## src/rtl/lb_cnt_pkg.sv

```systemverilog
// Shared state encoding and frame-mode constants for the line-buffer fill/window counter.
package lb_cnt_pkg;

  typedef enum logic [1:0] {
    IDLE,
    FILL,
    STREAM,
    DONE
  } cnt_state_t;

  localparam logic MODE_SINGLE = 1'b0;
  localparam logic MODE_CONT   = 1'b1;

endpackage

```

## src/rtl/lb_wrap_cnt.sv

```systemverilog
// Modulus-MOD counter: value advances on en and returns to 0 after MOD-1.
// wrap_o is combinational (same cycle as the wrapping beat) so counters can be chained.
module lb_wrap_cnt #(
  parameter int MOD = 2,
  parameter int W   = 1
) (
  input  logic         clk,
  input  logic         rst_n,
  input  logic         en,
  input  logic         clr,
  output logic [W-1:0] value_o,
  output logic         wrap_o
);

  localparam logic [W-1:0] LAST = W'(MOD - 1);

  assign wrap_o = en && (value_o == LAST);

  always_ff @(posedge clk or negedge rst_n) begin
    if (!rst_n) begin
      value_o <= '0;
    end else if (clr) begin
      value_o <= '0;
    end else if (en) begin
      value_o <= wrap_o ? '0 : value_o + W'(1);
    end
  end

endmodule

```

## src/rtl/lb_pxl_win_cnt.sv

```systemverilog
// Channel/column/row position tracker for a raster pixel stream with fill, window, line and frame events.
// Position and event outputs are registered (1 cycle after the accepted beat); cnt_en = 0 simply holds everything.
module lb_pxl_win_cnt
  import lb_cnt_pkg::*;
#(
  parameter int COLS     = 8,
  parameter int ROWS     = 4,
  parameter int CHANNELS = 1,
  parameter int KERNEL   = 3,
  localparam int COL_W   = $clog2(COLS),
  localparam int ROW_W   = $clog2(ROWS),
  localparam int CH_W    = (CHANNELS > 1) ? $clog2(CHANNELS) : 1
) (
  input  logic             cnt_clk,
  input  logic             cnt_rst_b,
  input  logic             cnt_en,
  input  logic             cnt_clr,
  input  logic             cnt_mode_i,
  output logic [CH_W-1:0]  cnt_ch_o,
  output logic [COL_W-1:0] cnt_col_o,
  output logic [ROW_W-1:0] cnt_row_o,
  output logic             cnt_fill_done_o,
  output logic             cnt_win_vld_o,
  output logic             cnt_line_end_o,
  output logic             cnt_frame_done_o,
  output logic             cnt_done_o
);

  cnt_state_t state;
  logic       mode_q;
  logic       adv;
  logic       ch_wrap;
  logic       col_wrap;
  logic       row_wrap;
  logic       win_evt;
  logic       fill_evt;

  // DONE ignores beats; a clear drops the coincident beat.
  assign adv = cnt_en && !cnt_clr && (state != DONE);

  lb_wrap_cnt #(.MOD(CHANNELS), .W(CH_W)) u_ch_cnt (
    .clk     (cnt_clk),
    .rst_n   (cnt_rst_b),
    .en      (adv),
    .clr     (cnt_clr),
    .value_o (cnt_ch_o),
    .wrap_o  (ch_wrap)
  );

  lb_wrap_cnt #(.MOD(COLS), .W(COL_W)) u_col_cnt (
    .clk     (cnt_clk),
    .rst_n   (cnt_rst_b),
    .en      (ch_wrap),
    .clr     (cnt_clr),
    .value_o (cnt_col_o),
    .wrap_o  (col_wrap)
  );

  lb_wrap_cnt #(.MOD(ROWS), .W(ROW_W)) u_row_cnt (
    .clk     (cnt_clk),
    .rst_n   (cnt_rst_b),
    .en      (col_wrap),
    .clr     (cnt_clr),
    .value_o (cnt_row_o),
    .wrap_o  (row_wrap)
  );

  // ch_wrap already implies an accepted beat on the last channel.
  assign win_evt  = ch_wrap && (cnt_col_o >= COL_W'(KERNEL - 1)) && (cnt_row_o >= ROW_W'(KERNEL - 1));
  assign fill_evt = col_wrap && (cnt_row_o == ROW_W'(KERNEL - 2));

  always_ff @(posedge cnt_clk or negedge cnt_rst_b) begin
    if (!cnt_rst_b) begin
      state            <= IDLE;
      mode_q           <= MODE_SINGLE;
      cnt_fill_done_o  <= 1'b0;
      cnt_win_vld_o    <= 1'b0;
      cnt_line_end_o   <= 1'b0;
      cnt_frame_done_o <= 1'b0;
      cnt_done_o       <= 1'b0;
    end else if (cnt_clr) begin
      state            <= IDLE;
      cnt_fill_done_o  <= 1'b0;
      cnt_win_vld_o    <= 1'b0;
      cnt_line_end_o   <= 1'b0;
      cnt_frame_done_o <= 1'b0;
      cnt_done_o       <= 1'b0;
    end else begin
      cnt_win_vld_o    <= win_evt;
      cnt_line_end_o   <= col_wrap;
      cnt_frame_done_o <= row_wrap;
      case (state)
        IDLE: begin
          if (cnt_en) begin
            mode_q <= cnt_mode_i;
            state  <= FILL;
          end
        end
        FILL: begin
          if (fill_evt) begin
            state           <= STREAM;
            cnt_fill_done_o <= 1'b1;
          end
        end
        STREAM: begin
          if (row_wrap) begin
            cnt_fill_done_o <= 1'b0;
            if (mode_q == MODE_SINGLE) begin
              state      <= DONE;
              cnt_done_o <= 1'b1;
            end else begin
              state <= FILL;
            end
          end
        end
        default: ;
      endcase
    end
  end

endmodule

```

## config.mk

```make
export PLATFORM = sky130hd
export DESIGN_NAME = lb_pxl_win_cnt
export DESIGN_NICKNAME = d
export VERILOG_FILES = /design/src/rtl/lb_cnt_pkg.sv /design/src/rtl/lb_wrap_cnt.sv /design/src/rtl/lb_pxl_win_cnt.sv
export SDC_FILE = /design/constraint.sdc
export NUM_CORES = 1
export LEC_CHECK = 0
export BUFFER_PORTS_ARGS = -buffer_cell sky130_fd_sc_hd__buf_2
export CAP_MARGIN = 20
export CELL_PAD_IN_SITES_DETAIL_PLACEMENT = 1
export CELL_PAD_IN_SITES_GLOBAL_PLACEMENT = 2
export CORE_UTILIZATION = 34
export CTS_CLUSTER_SIZE = 14
export DETAILED_ROUTE_END_ITERATION = 7
export PLACE_DENSITY_LB_ADDON = 0.1
export SYNTH_ARGS = -nofsm -noshare
export SYNTH_HDL_FRONTEND = slang
export SYNTH_HIERARCHICAL = 1
export SYNTH_SLANG_ARGS = --single-unit
```

## constraint.sdc

```tcl
create_clock -name cnt_clk -period 3.05 [get_ports cnt_clk]
set_clock_uncertainty 0.1 [all_clocks]
set_input_delay 0.1525 -clock cnt_clk [delete_from_list [all_inputs] [get_ports cnt_clk]]
set_output_delay 0.1525 -clock cnt_clk [all_outputs]
set_load 0.1 [all_outputs]
```

==> results.json <==
{
  "status": "complete, no violations",
  "ant_nets": 0,
  "final_hold_viol_count": 0,
  "ys_ff_latch": 14,
  "synthSimpleGateAreaFrac_pct": 26.05,
  "post_route_cells_drive_above_1_share_pct": 31.11,
  "maxCapViolCount": 0,
  "relSlewSlack_pct": 67.69,
  "critPathCaptureType": "flip-flop",
  "synth_nets": 83,
  "fin_hold_ws_ps": 155.0,
  "diodes": 0,
  "insertion_delay_ps": 280,
  "synthFlopType": "dfrtp_1",
  "die_h_um": 50.72,
  "grt_max_degree": 19,
  "grt_pass1_vias": 631,
  "synth_compound_area_share_pct": 11.47,
  "cp_data_arrival_time_ps": 2610,
  "path_clk_slew_ps": 90,
  "synthCells": 71,
  "cts_root_buf": "clkbuf_4",
  "synth_top_family_by_area": "simple AND/OR/NAND/NOR gates",
  "post-route-period-util_pct": 82.56,
  "routedWlPerCell_um": 14.15,
  "remaining_drc_errors": 0,
  "final_nets": 104,
  "post-cts-setup-buffers": 0,
  "gp_congestion": 0.7017,
  "worst_pin_slew_ps": 488.0,
  "max_freq_mhz": 397.1,
  "rsz0062_at_grt": "false",
  "track_usage_pct": 15.66,
  "muxShareOfSynthArea_pct": 6.357,
  "yosysWarnings": 6,
  "cts_sinks": 14,
  "pin_count": 16,
  "coreArea_mm2": 0.002233,
  "post_cts_resized": 0,
  "dr.pass1.iters": 4,
  "cts_buffers": 3,
  "slew_violations": 0,
  "setup_viol": 0,
  "path_max_fanout": 7,
  "async_flop_share_pct": 100.0,
  "dp_hpwl_mm": 1.169,
  "drt_first_iter_violations": 5,
  "clock_path_buffers": 2,
  "start_kind": "flip-flop",
  "htree_levels": 1,
  "p_per_area_mw_per_mm2": 466.4,
  "syn2layout_area_growth_pct": 18.45,
  "avgSynthCellArea_um2": 11.37,
  "synth-edff-count": 0,
  "crit_type": "flip-flop to flip-flop",
  "p_leak_uw": 0.0004907,
  "tns_ps": 0,
  "fill_cells": 259,
  "syn_area_um2": 807.0,
  "drt-total-wl_mm": 1.670,
  "yosys.area_share.xor_xnor_pct": 0,
  "die_w_um": 50.72,
  "yosysSeqAreaShare_pct": 43.41,
  "synth_cell_types": 32,
  "viasPerCell": 4.941,
  "grt_overflow": 0,
  "fin_crit_ps": 2518,
  "port_buffers": 15,
  "start_util_pct": 36.13,
  "cts_tree": "yes",
  "vias": 583,
  "vdd_drop_max_v": 0.0002033,
  "hold_class": "input port to flip-flop",
  "cp.required_ps": 3150,
  "antenna_found_initial": 0,
  "placementRows": 17,
  "grt_pass1_wl_mm": 2.953,
  "post_cts_hold_buffer_count": 2,
  "synth_fa_ha_area_share_pct": 10.85,
  "die_area_mm2": 0.002573
}
==> cell families after synthesis <==
kind of cell    after synthesis
compound gates               11
simple gates                 30
mux                           5
buf+inv                       4
fa+ha+maj                     7
flops                        14
==> final timing paths <==
check	from	endpoint	slack (ps)	depth (start not counted)
worst min register to register	cnt_fill_done_o$_DFFE_PN0P_	cnt_fill_done_o$_DFFE_PN0P_	450	2
min in group asynchronous	cnt_rst_b	state[1]$_DFFE_PN0P_	210	2
worst max-delay path	state[0]$_DFFE_PN0P_	state[0]$_DFFE_PN0P_	530	8
max in group asynchronous	cnt_rst_b	u_ch_cnt/value_o$_DFFE_PN0P_	2370	2
worst max register to register	state[0]$_DFFE_PN0P_	state[0]$_DFFE_PN0P_	530	8
worst min-delay path	cnt_clr	u_row_cnt/value_o[0]$_DFFE_PN0P_	160	2
==> report_power, final <==
part / total, uW / switching [uW] / internal, uW
registers: 211 / 13.1 / 198
logic: 127 / 70.8 / 56.2
clock network: 107 / 61.8 / 45.7
==> critical path, stage by stage (launching register included) <==
cell	delay [ps]
dfrtp_1	420
ha_1	210
nor3b_1	310
and2b_2	270
and2_2	220
and2_1	220
nor2b_4	60
or3_1	360
a221oi_2	260
==> placed cells by master, fill, tap and decap left out, drive strengths merged <==
master,Yosys,final
and2b,1,1
o21ba,1,1
o211ai,1,1
nor2b,6,6
o21ai,2,2
or3,1,1
nand4b,1,1
nor3b,2,2
o21bai,1,1
a21oi,1,1
dlygate4sd3,0,2
a21o,2,2
a32o,1,1
inv,3,3
nand2b,3,3
or3b,1,1
a211oi,1,1
nand2,1,1
nor3,1,1
mux2,1,1
mux2i,4,4
buf,0,15
a221oi,1,1
dfrtp,14,14
nor2,7,7
nand3b,3,3
ha,7,7
and2,2,2
clkbuf,1,3
nor4b,1,1
==> flip-flops by register name (all words and copies together), names as in the netlist <==
name,flops
cnt_line_end_o,1
cnt_frame_done_o,1
u_col_cnt/value_o,3
cnt_win_vld_o,1
u_row_cnt/value_o,2
state,2
cnt_done_o,1
u_ch_cnt/value_o,1
cnt_fill_done_o,1
mode_q,1
==> stage by stage <==
stage	power, uW	cells	worst slack [ps]	cell area, um^2	utilization [%]
6_report	445.9	118	531.8	955.9	42.80
5_1_grt	474.6	118	356.9	955.9	42.80
4_1_cts	453.5	118	527.5	955.9	42.80
3_5_place_dp	339.9	113	557.3	913.4	40.90
3_3_place_gp	339.6	113	654.5	913.4	40.90
2_1_floorplan	308.2	71	405.0	807.0	-
==> cell type report <==
cell class / count / area [um^2] / share of cell area, %
Clock buffer: 3 / 22.52 / 2.356
Inverter: 3 / 11.26 / 1.178
Multi-Input combinational cell: 53 / 441.7 / 46.20
Sequential cell: 14 / 350.3 / 36.65
Tap cell: 28 / 35.03 / 3.665
Timing Repair Buffer: 17 / 95.09 / 9.948
==> cell usage after synthesis, types with 2 or more instances <==
| cell type | count | area [um^2] |
|---|---|---|
| inv_1 | 3 | 11.26 |
| nand2b_1 | 3 | 18.77 |
| nand3b_1 | 3 | 22.52 |
| nor2b_1 | 4 | 25.02 |
| mux2i_1 | 4 | 40.04 |
| nor2_1 | 7 | 26.28 |
| ha_1 | 7 | 87.58 |
| a21o_1 | 2 | 15.01 |
| dfrtp_1 | 14 | 350.3 |
| nor2b_4 | 2 | 27.53 |
==> routing by layer <==
metal  wire length [um]  vias up  track usage [%]
met4                 13        0            6.944
li1                   -      288                -
met5                  0        -                0
met1                899      280            21.76
met3                 54        2            2.727
met2                703       13            23.56
Note: power is estimated with default switching activity, not from simulation.
